==> src/rtl/hazard_unit.sv <==
// hazard_unit: stall/flush/forwarding control for the 5-stage RV32I pipeline.
// Ports:
//   i_Clk, i_Reset                - clock (rising edge), async active-low reset
//   i_Rs1D/i_Rs2D                 - Decode source registers
//   i_Rs1E/i_Rs2E/i_RdE           - Execute source/destination registers
//   i_ResultSrcE0, i_PCSrcE       - Execute is a load / taken branch or jump
//   i_RdM/i_RdW, i_RegWriteM/W    - Memory/Writeback destination and write enables
//   i_MemReqM, i_MemReadyM        - data-memory request and completion
//   i_ClrCounters                 - synchronous clear of counters and timeout flag
//   o_Stall*/o_Flush*             - pipeline register hold/bubble controls (combinational)
//   o_ForwardAE/BE                - ALU operand selects (combinational)
//   o_MemTimeout                  - sticky memory-wait timeout
//   o_StallCycles, o_FlushCount   - saturating performance counters
module hazard_unit #(
  parameter int unsigned P_TIMEOUT = 16,
  parameter int unsigned P_CNT_W   = 32
) (
  input  logic               i_Clk,
  input  logic               i_Reset,
  input  logic [4:0]         i_Rs1D,
  input  logic [4:0]         i_Rs2D,
  input  logic [4:0]         i_Rs1E,
  input  logic [4:0]         i_Rs2E,
  input  logic [4:0]         i_RdE,
  input  logic               i_ResultSrcE0,
  input  logic               i_PCSrcE,
  input  logic [4:0]         i_RdM,
  input  logic [4:0]         i_RdW,
  input  logic               i_RegWriteM,
  input  logic               i_RegWriteW,
  input  logic               i_MemReqM,
  input  logic               i_MemReadyM,
  input  logic               i_ClrCounters,
  output logic               o_StallF,
  output logic               o_StallD,
  output logic               o_StallE,
  output logic               o_StallM,
  output logic               o_FlushD,
  output logic               o_FlushE,
  output logic               o_FlushW,
  output logic [1:0]         o_ForwardAE,
  output logic [1:0]         o_ForwardBE,
  output logic               o_MemTimeout,
  output logic [P_CNT_W-1:0] o_StallCycles,
  output logic [P_CNT_W-1:0] o_FlushCount
);

  localparam int unsigned WCNT_W = 8;
  localparam logic [0:0] S_IDLE = 1'b0;
  localparam logic [0:0] S_WAIT = 1'b1;

  logic              lw_stall;
  logic              freeze;
  logic [0:0]        state_q, state_d;
  logic [WCNT_W-1:0] wcnt_q, wcnt_d;
  logic              timeout_q, timeout_d;
  logic [P_CNT_W-1:0] stall_cnt_q, stall_cnt_d;
  logic [P_CNT_W-1:0] flush_cnt_q, flush_cnt_d;

  // Memory stage has the younger result, so it wins over Writeback.
  function automatic logic [1:0] fwd_sel(input logic [4:0] rs,
                                         input logic [4:0] rd_m, input logic we_m,
                                         input logic [4:0] rd_w, input logic we_w);
    if (we_m && (rd_m != 5'd0) && (rd_m == rs))      fwd_sel = 2'b10;
    else if (we_w && (rd_w != 5'd0) && (rd_w == rs)) fwd_sel = 2'b01;
    else                                              fwd_sel = 2'b00;
  endfunction

  assign lw_stall = i_ResultSrcE0 && (i_RdE != 5'd0) &&
                    ((i_RdE == i_Rs1D) || (i_RdE == i_Rs2D));
  assign freeze   = i_MemReqM && !i_MemReadyM;

  // Stall/flush control; a memory freeze holds everything, including a pending branch.
  always_comb begin
    o_StallF = 1'b0;
    o_StallD = 1'b0;
    o_StallE = 1'b0;
    o_StallM = 1'b0;
    o_FlushD = 1'b0;
    o_FlushE = 1'b0;
    o_FlushW = 1'b0;
    if (freeze) begin
      o_StallF = 1'b1;
      o_StallD = 1'b1;
      o_StallE = 1'b1;
      o_StallM = 1'b1;
      o_FlushW = 1'b1;
    end else begin
      o_StallF = lw_stall;
      o_StallD = lw_stall;
      o_FlushD = i_PCSrcE;
      o_FlushE = lw_stall || i_PCSrcE;
    end
  end

  assign o_ForwardAE = fwd_sel(i_Rs1E, i_RdM, i_RegWriteM, i_RdW, i_RegWriteW);
  assign o_ForwardBE = fwd_sel(i_Rs2E, i_RdM, i_RegWriteM, i_RdW, i_RegWriteW);

  // Wait FSM, sticky timeout and saturating counters.
  always_comb begin
    state_d     = state_q;
    wcnt_d      = wcnt_q;
    timeout_d   = timeout_q;
    stall_cnt_d = stall_cnt_q;
    flush_cnt_d = flush_cnt_q;

    case (state_q)
      S_IDLE: begin
        if (freeze) begin
          state_d = S_WAIT;
          wcnt_d  = WCNT_W'(1);
        end
      end
      S_WAIT: begin
        if (!freeze) begin
          state_d = S_IDLE;
          wcnt_d  = '0;
        end else if (wcnt_q != '1) begin
          wcnt_d = wcnt_q + WCNT_W'(1);
        end
      end
      default: begin
        state_d = S_IDLE;
        wcnt_d  = '0;
      end
    endcase

    // Set only on the edge where wcnt arrives at the threshold, not while parked there.
    if (i_ClrCounters) begin
      timeout_d = 1'b0;
    end else if ((wcnt_d == WCNT_W'(P_TIMEOUT)) && (wcnt_q != WCNT_W'(P_TIMEOUT))) begin
      timeout_d = 1'b1;
    end

    if (i_ClrCounters) begin
      stall_cnt_d = '0;
      flush_cnt_d = '0;
    end else begin
      if (o_StallD && (stall_cnt_q != '1)) stall_cnt_d = stall_cnt_q + P_CNT_W'(1);
      if (o_FlushD && (flush_cnt_q != '1)) flush_cnt_d = flush_cnt_q + P_CNT_W'(1);
    end
  end

  always_ff @(posedge i_Clk or negedge i_Reset) begin
    if (!i_Reset) begin
      state_q     <= S_IDLE;
      wcnt_q      <= '0;
      timeout_q   <= 1'b0;
      stall_cnt_q <= '0;
      flush_cnt_q <= '0;
    end else begin
      state_q     <= state_d;
      wcnt_q      <= wcnt_d;
      timeout_q   <= timeout_d;
      stall_cnt_q <= stall_cnt_d;
      flush_cnt_q <= flush_cnt_d;
    end
  end

  assign o_MemTimeout  = timeout_q;
  assign o_StallCycles = stall_cnt_q;
  assign o_FlushCount  = flush_cnt_q;

endmodule
==> config.mk <==
export PLATFORM = sky130hd
export DESIGN_NAME = hazard_unit
export DESIGN_NICKNAME = d
export VERILOG_FILES = /design/src/rtl/hazard_unit.sv
export SDC_FILE = /design/constraint.sdc
export NUM_CORES = 1
export LEC_CHECK = 0
export CAP_MARGIN = 10
export CORE_AREA = 5 5 103 105
export CTS_CLUSTER_SIZE = 20
export DETAILED_ROUTE_END_ITERATION = 8
export DIE_AREA = 0 0 108 110
export GPL_ROUTABILITY_DRIVEN = 0
export PLACE_DENSITY = 0.88
export SLEW_MARGIN = 20
export SYNTH_ARGS = -nofsm -noshare
export SYNTH_HDL_FRONTEND = slang
export SYNTH_SLANG_ARGS = --single-unit
export TNS_END_PERCENT = 50
==> constraint.sdc <==
create_clock -name i_Clk -period 2.7 [get_ports i_Clk]
set_clock_uncertainty 0.1 [all_clocks]
set_input_delay 0.27 -clock i_Clk [delete_from_list [all_inputs] [get_ports i_Clk]]
set_output_delay 0.27 -clock i_Clk [all_outputs]
set_load 0.02 [all_outputs]
==> metrics.csv, run 1 <==
stage,metric,value,unit
run_status,outcome,"complete, no violations",
final_layout,syn2layout_area_growth,35.0,%
route,wl,12900,um
synth,synth_area,4680,sq um
route,wl_met1,5140,um
cts,clk_latency,350,ps
cts,root_buffer,clkbuf_8,
synth,syn_inst,525,
setup_path,timing.rr.end,o_MemTimeout,
placed_design,dpl_cell_area,6070,sq um
floorplanning,initial_core_util,49.0,%
grt,grt_pass1_vias,4461,
synth,synth_top_area_share,39.6,%
timing,tns,0,ps
grt,grt_usage,21.3,%
grt,grt_overflow,0,
floorplanning,coreArea,9550,sq um
setup_path,cp_data_arrival_time,2270,ps
setup_path,critPathBufInv,3,
route,wl_met3,673,um
cts,cts_max_level,3,
synth,yosysTopAreaCell,dfrtp_1,
floorplanning,ios,120,
setup_path,criticalPathCategory,primary input to primary output,
power,seqPwrFrac,46.8,%
cts,cts.sinks,74,
route,dr.pass1.iters,5,
timing,fin_ws,62.9,ps
placed_design,placed_cells,774,
timing,slew_headroom,47.3,%
setup_path,r2r-start,wcnt_q[0],
grt,antenna_found_initial,0,
floorplanning,die_h,110,um
power,p_clk_share,40.7,%
route,wl_per_cell,16.3,um
final_layout,final_cell_count_no_fill,791,
setup_path,r2r_cells,7,
floorplanning,dieArea,11900,sq um
synth,postSynthAreaPerCell,8.91,sq um
grt,grt_pass1_wl,20800,um
synth,synth_edf_count,0,
final_layout,nets,701,
placed_design,dpl.hpwl,9540,um
route,remaining_drc_errors,0,
job,max_cap_violations,0,
min_path,hold_path.class,primary input to asynchronous set/reset pin,
setup_path,critPathMaxStageDelay,560,ps
route,vias,4611,
synth,synth_cell_types,56,
final_layout,final_util,66.1,%
synth,synth_ff_type,dfrtp_1,
placed_design,dp_worst_setup_slack,-170,ps
timing,period_share,97.7,%
synth,synthTopCellsByCount,"dfrtp_1 (74), nor2_1 (49), nand3_1 (41)",
power,intPower,1.79,mW
cts,cts_tree,done,
timing,slew_violations,0,
power,switching_power,0.627,mW
setup_path,cp_cell_sequence,"clkdlybuf4s50_1, or4_1, o21ai_1, inv_1, a21oi_1, nor2_1, clkdlybuf4s50_1",
timing,setup_viol,0,
timing,rsz0062_at_grt,false,
setup_path,path_max_fanout,3,
timing,min_period,2640,ps
setup_path,cpLargestDelayFamily,buffers and inverters,
setup_path,crit_path_start_kind,primary input,
final_layout,finish.instance_area,6310,sq um
setup_path,crit_path_end_kind,primary output,
power,swShare,26.0,%
timing,worst_pin_slew,791,ps
placed_design,port_buffers,119,
power,comb_power_share,12.5,%
setup_path,cp_common_cell,clkdlybuf4s50_1,
synth,synth_area_leaders,"dfrtp_1 (40%), xor2_1 (6.6%), nand3_1 (4.4%)",
route,topRoutingLayerUsed,met4,
setup_path,worstPathRequired,2330,ps
floorplanning,rows,36,
timing,max_freq,379,MHz
route,met2_length,6890,um
synth,synth-warning-count,0,
synth,synth.most_common_cell,dfrtp_1,
synth,yosysSeqAreaShare,39.6,%
final_layout,diodes,0,
cts,numCtsBuffers,9,
cts,clk_pin_slew,90,ps
power,power_density,382,nW/um^2
synth,ys_async_sr_fraction,100,%
setup_path,cp_slowest_cell,clkdlybuf4s50_1,
power,ir_worst_vdd,0.322,mV
route,ant_nets,0,
synth,synth-seq-cells,74,
setup_path,reg2reg_slack,260,ps
cts,cts_buffer_depth,2,
floorplanning,die_w,108,um
synth,syn_nets,573,
grt,grt_max_degree,43,
route,drt-initial-drc-count,168,
timing,hold_viol,0,
power,power.leakage,2.45,nW
route,viasPerCell,5.83,
final_layout,drive_gt1_share,9.27,%
==> timing repair <==
action                                  CTS  global route
endpoints found under the hold margin    16             0
endpoints found under the setup margin    4             2
setup buffers                             0             0
cloned                                    0             0
resized for setup                         4             3
hold buffers                              1             0
==> layout by cell type (no fill, tap or decap), types with 3 or more instances in the layout <==
master | Yosys | final
clkbuf_8 | 0 | 9
or3_1 | 10 | 10
nor2b_1 | 8 | 8
nand4_1 | 17 | 17
o21ai_0 | 11 | 10
or2_2 | 4 | 4
xor2_1 | 35 | 35
o21ai_1 | 3 | 4
a21oi_1 | 36 | 36
nor3_1 | 12 | 12
nor2_1 | 49 | 49
or4_1 | 26 | 26
clkdlybuf4s50_1 | 0 | 113
and4_1 | 6 | 6
ha_1 | 4 | 4
xnor2_1 | 23 | 23
nand2_1 | 34 | 34
and3_1 | 15 | 15
dfrtp_1 | 74 | 74
nor4_1 | 9 | 8
dlygate4sd2_1 | 0 | 4
inv_1 | 9 | 9
nand3_1 | 41 | 41
nand2b_1 | 3 | 3
buf_4 | 9 | 23
mux2_1 | 7 | 7
o31ai_1 | 23 | 23
and2_1 | 5 | 5
==> sequential cells by signal, summed over array words and instances (netlist names) <==
signal and cells:
o_MemTimeout 1, o_StallCycles 32, o_FlushCount 32, wcnt_q 8, state_q 1
==> layer usage <==
metal / up-vias / global-route usage (%)
li1: 2196 / -
met1: 2229 / 25.8
met2: 160 / 38.5
met3: 26 / 4.43
met4: 0 / 6.04
met5: - / 0
==> logic make-up (layout without fill, tap and decap cells) <==
family | Yosys count | in the layout | share of synthesized area (%)
muxes | 8 | 8 | 1.90
adders and majority gates | 4 | 4 | 1.07
xor gates and xnor gates | 58 | 58 | 10.9
DFF | 74 | 74 | 39.6
buffers and inverters | 38 | 171 | 4.04
AOI/OAI and AO/OA | 91 | 91 | 12.5
and+or+nand+nor | 252 | 252 | 30.1
==> power groups by stage <==
stage | sequential, mW | combinational [mW] | clock (mW)
2_1_floorplan | 1.15 | 0.133 | 0
3_3_place_gp | 1.15 | 0.290 | 0
3_5_place_dp | 1.15 | 0.300 | 0
4_1_cts | 1.13 | 0.300 | 0.999
5_1_grt | 1.13 | 0.330 | 1.05
6_report | 1.13 | 0.302 | 0.981
==> through the flow <==
step / hold slack [ps] / power (mW)
final: 269 / 2.41
after floorplan: -126 / 1.29
after CTS: 286 / 2.43
after global routing: 321 / 2.51
after global placement: 103 / 1.44
after detailed placement: 108 / 1.45
==> worst max path at each step <==
stage / cells past startpoint / slack (ps) / start / to
after floorplan: 10 / 330 / o_StallCycles[0] / o_StallCycles[15]
after global placement: 6 / -120 / i_RdM[3] / o_ForwardBE[0]
after detailed placement: 6 / -170 / i_RdM[3] / o_ForwardBE[0]
after CTS: 7 / 60 / i_RdE[2] / o_FlushE
after global routing: 6 / 0.5 / i_RdM[3] / o_ForwardBE[0]
final: 7 / 60 / i_RdE[2] / o_FlushE
==> cell type report <==
cell class / instances / area [sq um]
fillers: 790 / 3240
multi-input cells: 413 / 2650
flip-flops and latches: 74 / 1850
repair buffers: 144 / 1380
well taps: 133 / 166
clock buffers: 9 / 124
clock inverters: 7 / 101
inverters: 11 / 41.3
No activity file was read; power rests on OpenSTA's default activity.
==> run 2, diff against run 1 <==
CORE_AREA = 5 5 108 110   (was 5 5 103 105)
DIE_AREA = 0 0 113 115   (was 0 0 108 110)
PLACE_DENSITY = 0.85   (was 0.88)
clock period = 2.19 ns   (was 2.7 ns; I/O delays follow)
==> run 2 against run 1 <==
Compared with the run above: hold slack got worse by 89 ps; flip-flop and latch count did not move; count of clock-buffer cells in the layout rose by 3.
==> metrics.csv, run 2 (synthesis results as in run 1) <==
stage,metric,value,unit,change
run_status,outcome,"complete, no violations",,
cts,numCtsBuffers,9,,unchanged
placed_design,placed_cells,839,,+8.4%
power,seqPwrFrac,44.9,%,-1.9 points
setup_path,cp_data_arrival_time,2310,ps,+40 ps
final_layout,diodes,0,,unchanged
placed_design,port_buffers,119,,unchanged
floorplanning,coreArea,10600,sq um,+11%
placed_design,dpl.hpwl,10600,um,+11%
final_layout,layout_common_cells,"clkdlybuf4s50_1 (93), buf_4 (84), dfrtp_1 (69)",,
power,power_density,439,nW/um^2,+15%
final_layout,drive_gt1_share,22.3,%,+13 points
setup_path,path_max_fanout,4,,+1
final_layout,final_common_cell,clkdlybuf4s50_1,,
grt,grt_max_degree,63,,+47%
final_layout,syn2layout_area_growth,50.2,%,
setup_path,crit_path_start_kind,flop,,
power,comb_power_share,14.6,%,+2.1 points
setup_path,cp_slowest_cell,or3_1,,
power,switching_power,0.768,mW,+23%
power,power.leakage,2.94,nW,+20%
route,drt-initial-drc-count,312,,+86%
timing,slew_violations,0,,unchanged
route,wl_per_cell,17.4,um,+6.8%
setup_path,r2r_cells,7,,unchanged
timing,hold_ws,180,ps,-88.5 ps
power,swShare,24.9,%,-1.1 points
route,remaining_drc_errors,0,,unchanged
timing,hold_viol,0,,unchanged
power,p_clk_share,40.5,%,-0.2 points
power,finalPower,3.09,mW,+28%
cts,root_buffer,clkbuf_8,,
route,wl_met3,833,um,+24%
timing,worst_pin_slew,361,ps,-430 ps
route,viasPerCell,5.73,,-1.8%
setup_path,worstPathRequired,2350,ps,+20 ps
final_layout,nets,765,,+9.1%
timing,tns,0,ps,unchanged
route,vias,4935,,+7.0%
floorplanning,die_h,115,um,+4.5%
grt,grt_pass1_vias,5018,,+12%
grt,grt_pass1_wl,23900,um,+15%
cts,cts_max_level,3,,unchanged
floorplanning,die_w,113,um,+4.6%
setup_path,criticalPathCategory,flop to flop,,
setup_path,critPathBufInv,0,,-3
route,met2_length,7880,um,+14%
final_layout,final_cell_count_no_fill,862,,+9.0%
timing,setup_viol,0,,unchanged
cts,clk_pin_slew,80,ps,about the same
min_path,hold_depth,2,,
setup_path,cp_common_cell,or3_1,,
floorplanning,initial_core_util,44.1,%,-4.9 points
final_layout,fill_cells,809,,+2.4%
route,wl_met1,5990,um,+16%
cts,cts_tree,done,,
min_path,min_from,i_ClrCounters,,
power,ir_worst_vdd,0.273,mV,-15%
grt,antenna_found_initial,0,,unchanged
min_path,hold_path.class,primary input to flop,,
timing,max_freq,465,MHz,
cts,cts.sinks,74,,unchanged
cts,clk_latency,360,ps,about the same
timing,period_share,98.2,%,
timing,rsz0062_at_grt,true,,
job,max_cap_violations,0,,unchanged
timing,slew_headroom,75.7,%,+28 points
route,ant_nets,0,,unchanged
setup_path,cp-startpoint,wcnt_q[0],,
floorplanning,ios,120,,unchanged
cts,cts_buffer_depth,2,,unchanged
floorplanning,dieArea,13000,sq um,+9.4%
setup_path,reg2reg_slack,40,ps,-220 ps
final_layout,final_util,66.3,%,+0.17 points
placed_design,dp_worst_setup_slack,-709,ps,-539 ps
route,topRoutingLayerUsed,met4,,
setup_path,critPathMaxStageDelay,410,ps,-150 ps
floorplanning,rows,38,,+5.6%
timing,fin_ws,39.6,ps,-23.3 ps
route,dr.pass1.iters,5,,unchanged
grt,grt_usage,22.3,%,+0.95 points
route,wl,15000,um,+16%
timing,min_period,2150,ps,
setup_path,cpLargestDelayFamily,simple AND/OR/NAND/NOR gates,,
setup_path,timing.rr.end,o_MemTimeout,,
setup_path,r2r-start,wcnt_q[0],,
setup_path,crit_path_end_kind,flop,,
setup_path,cp_cell_sequence,"ha_1, nand4_1, or3_1, a21oi_2, a22oi_1, or3_1, o41ai_2",,
power,intPower,2.32,mW,+30%
final_layout,finish.instance_area,7030,sq um,+11%
placed_design,dpl_cell_area,6590,sq um,+8.6%
min_path,whs_endpoint,o_StallCycles[10],,
grt,grt_overflow,0,,unchanged
run 2: changes by cell type in the layout (fill, tap and decap cells not counted), moves of 4 or more:
| cell | before | now |
|---|---|---|
| buf_4 | 23 | 84 |
| dlygate4sd2_1 | 4 | 10 |
| dfrtp_1 | 74 | 69 |
| nor4_2 | 2 | 6 |
| clkdlybuf4s50_1 | 113 | 93 |
| dlymetal6s2s_1 | 0 | 8 |
| o21ai_0 | 10 | 5 |
| dfrtp_2 | 0 | 5 |
| nor4_1 | 8 | 1 |
run 2: worst max-delay path by stage:
stage                             end  cells past startpoint
finish                   o_MemTimeout                      7
global route             o_MemTimeout                      7
CTS                    o_ForwardAE[1]                      6
detailed placement     o_ForwardBE[0]                      6
global placement       o_ForwardBE[0]                      6
floorplan           o_StallCycles[15]                     10
run 2: routing by layer:
| layer | vias up | global-route usage [%] |
|---|---|---|
| li1 | 2313 | - |
| met2 | 211 | 40.2 |
| met4 | 0 | 6.49 |
| met5 | - | 0 |
| met3 | 35 | 4.68 |
| met1 | 2376 | 26.8 |
run 2: layout make-up:
cell class,count,area (sq um),area share (%)
inverter,11,41.3,0.588
multi-input combinational,413,2810,40.0
timing repair buffer,208,1900,27.1
clock buffer,12,165,2.35
clock inverter,4,72.6,1.03
tap,140,175,2.49
sequential,74,1860,26.4
run 2: repair_timing:
action	4_1_cts	5_1_grt
hold endpoints to repair	12	0
hold buffers	1	0
gates resized for setup	50	35
setup endpoints to repair	25	44
pin swaps	10	13
setup buffers	3	3
run 2: worst register-to-register path: cells and delay by family, from the launching register on:
family | cells | cell delay (ps)
simple gates | 3 | 930
compound gates | 3 | 480
flops | 1 | 360
fa+ha+maj | 1 | 190
run 2: power by group through the flow:
stage,sequential [mW],clock [mW],combinational (mW)
2_1_floorplan,1.42,0,0.164
3_3_place_gp,1.41,0,0.415
3_5_place_dp,1.41,0,0.431
4_1_cts,1.39,1.28,0.436
5_1_grt,1.39,1.34,0.485
6_report,1.39,1.25,0.451
==> run 3, diff against run 2 <==
REMOVE_ABC_BUFFERS = 1   (was unset)
==> run 3 against run 2 <==
Compared with the run above: the flow now finishes with violations (setup timing); non-clock buffer count increased by 23; setup slack got worse by 52 ps; largest power group unchanged; via count increased by 3.1%; utilization increased by 2.0 points; cell area increased by 3.1%.
==> metrics.csv, run 3 (synthesis results as in run 1) <==
stage,metric,value,unit,change
run_status,outcome,finished with violations,,
run_status,violations,setup timing,,
grt,grt_pass1_vias,5133,,+2.3%
route,viasPerCell,5.75,,+0.44%
cts,clk_pin_slew,80,ps,about the same
setup_path,crit_end,o_StallCycles[19],,
floorplanning,die_w,113,um,unchanged
job,max_cap_violations,0,,unchanged
cts,cts_tree,done,,
grt,antenna_found_initial,0,,unchanged
setup_path,r2r-start,o_StallCycles[0],,
setup_path,cp_slowest_cell,or4_1,,
setup_path,worstPathRequired,2380,ps,+30 ps
power,intPower,2.39,mW,+2.9%
min_path,hold_path.class,primary input to flop,,
timing,hold_ws,196,ps,+16.3 ps
placed_design,port_buffers,119,,unchanged
power,power.leakage,3.03,nW,+2.8%
power,finalPower,3.19,mW,+3.3%
final_layout,final_util,68.3,%,+2.0 points
setup_path,reg2reg_slack,-10,ps,-50 ps
final_layout,syn2layout_area_growth,54.9,%,
timing,worst_pin_slew,732,ps,+371 ps
setup_path,r2r_cells,8,,+1
setup_path,cp_cell_sequence,"ha_1, and2_1, nand2_2, nor4_4, and2_4, buf_4, or4_1, a21oi_2",,
route,wl_per_cell,17.4,um,about the same
floorplanning,coreArea,10600,sq um,unchanged
timing,tns,-21.0,ps,-21.0 ps
final_layout,final_common_cell,buf_4,,
power,power_density,440,nW/um^2,+0.22%
floorplanning,ios,120,,unchanged
power,seqPwrFrac,43.4,%,-1.5 points
placed_design,dpl.hpwl,10800,um,+2.4%
cts,numCtsBuffers,9,,unchanged
floorplanning,rows,38,,unchanged
placed_design,placed_cells,850,,+1.3%
route,drt-initial-drc-count,335,,+7.4%
power,comb_power_share,14.6,%,about the same
route,vias,5089,,+3.1%
power,ir_worst_vdd,0.369,mV,+35%
timing,hold_viol,0,,unchanged
grt,grt_usage,23.1,%,+0.82 points
placed_design,dpl_cell_area,6610,sq um,+0.28%
cts,cts_buffer_depth,2,,unchanged
route,wl,15400,um,+2.6%
setup_path,path_max_fanout,10,,+6
floorplanning,initial_core_util,44.1,%,unchanged
grt,grt_overflow,0,,unchanged
grt,grt_pass1_wl,24600,um,+2.9%
setup_path,critPathMaxStageDelay,530,ps,+120 ps
power,swShare,25.1,%,+0.28 points
power,switching_power,0.802,mW,+4.5%
timing,period_share,101,%,+2.4 points
cts,cts.sinks,74,,unchanged
route,dr.pass1.iters,4,,-1
timing,min_period,2200,ps,+52.2 ps
timing,max_freq,454,MHz,-2.4%
route,remaining_drc_errors,0,,unchanged
cts,clk_latency,370,ps,about the same
final_layout,fill_cells,778,,-3.8%
floorplanning,die_h,115,um,unchanged
cts,cts_max_level,3,,unchanged
final_layout,drive_gt1_share,24.8,%,+2.5 points
min_path,hold_depth,5,,+3
cts,root_buffer,clkbuf_8,,
setup_path,cp_data_arrival_time,2390,ps,+80 ps
setup_path,crit_path_end_kind,flop,,
placed_design,dp_worst_setup_slack,-659,ps,+49.9 ps
power,p_clk_share,42.0,%,+1.5 points
setup_path,cp-startpoint,o_StallCycles[0],,
final_layout,finish.instance_area,7240,sq um,+3.1%
final_layout,diodes,0,,unchanged
setup_path,criticalPathCategory,flop to flop,,
timing,slew_headroom,51.2,%,-25 points
final_layout,layout_common_cells,"buf_4 (109), clkdlybuf4s50_1 (96), dfrtp_1 (74)",,
timing,rsz0062_at_grt,true,,
timing,slew_violations,0,,unchanged
timing,setup_viol,2,,+2
grt,grt_max_degree,57,,-9.5%
final_layout,nets,788,,+3.0%
route,ant_nets,0,,unchanged
timing,fin_ws,-12.6,ps,-52.2 ps
setup_path,timing.rr.end,o_StallCycles[19],,
final_layout,final_cell_count_no_fill,885,,+2.7%
floorplanning,dieArea,13000,sq um,unchanged
setup_path,crit_path_start_kind,flop,,
[run 3: cell types whose count changed in the layout (fill, tap and decap cells not counted), moves of 3 or more]
cell,previous run,this run
or4_4,3,6
o21ai_0,5,10
or4_1,23,20
dfrtp_2,5,0
nor4_2,6,2
dlymetal6s2s_1,8,5
buf_4,84,109
buf_6,3,0
nor4_4,3,6
a21oi_1,34,28
a21oi_2,2,8
clkdlybuf4s50_1,93,96
o21ai_1,7,3
dfrtp_1,69,74
[run 3: per-layer routing]
metal  GRT usage, %  up-vias  share of wire (%)
met5              0        -                  0
met4           11.1        0                3.2
met3           3.53       45                5.6
met2           40.6      198                 52
met1           27.7     2494                 39
li1               -     2352                  -
[run 3: worst min path at each step]
stage	from	endpoint	slack, ps
floorplan	i_Reset	o_FlushCount[0]	-180
global placement	i_Reset	o_StallCycles[10]	210
detailed placement	i_Reset	o_StallCycles[10]	210
CTS	i_ClrCounters	o_MemTimeout	170
global route	i_ClrCounters	o_MemTimeout	190
finish	i_ClrCounters	o_MemTimeout	200
[run 3: area by class of cell]
cell class / count / area (sq um) / share of cell area [%]
multi-input cells: 413 / 2880 / 39.7
repair buffers: 231 / 2050 / 28.2
well taps: 140 / 175 / 2.42
clock buffers: 10 / 138 / 1.90
clock inverters: 6 / 114 / 1.57
inverters: 11 / 41.3 / 0.570
flip-flops and latches: 74 / 1850 / 25.6
[run 3: critical path, delay by kind of cell, from the launching register on]
kind | cells | cell delay [ps]
compound gates | 1 | 170
simple gates | 5 | 1080
flops | 1 | 390
fa+ha+maj | 1 | 210
buf+inv | 1 | 170
[run 3: repair_timing]
item,CTS,global route
resized for setup,44,50
pin swaps,9,19
hold buffers,1,0
buffers inserted,5,13
endpoints found under the hold margin,28,0
setup endpoints to repair,35,43
[run 3: power by group through the flow]
| stage | clock [mW] | sequential (mW) | combinational (mW) |
|---|---|---|---|
| floorplan | 0 | 1.42 | 0.134 |
| global placement | 0 | 1.41 | 0.418 |
| detailed placement | 0 | 1.41 | 0.434 |
| CTS | 1.34 | 1.38 | 0.435 |
| global route | 1.40 | 1.39 | 0.505 |
| finish | 1.34 | 1.38 | 0.466 |
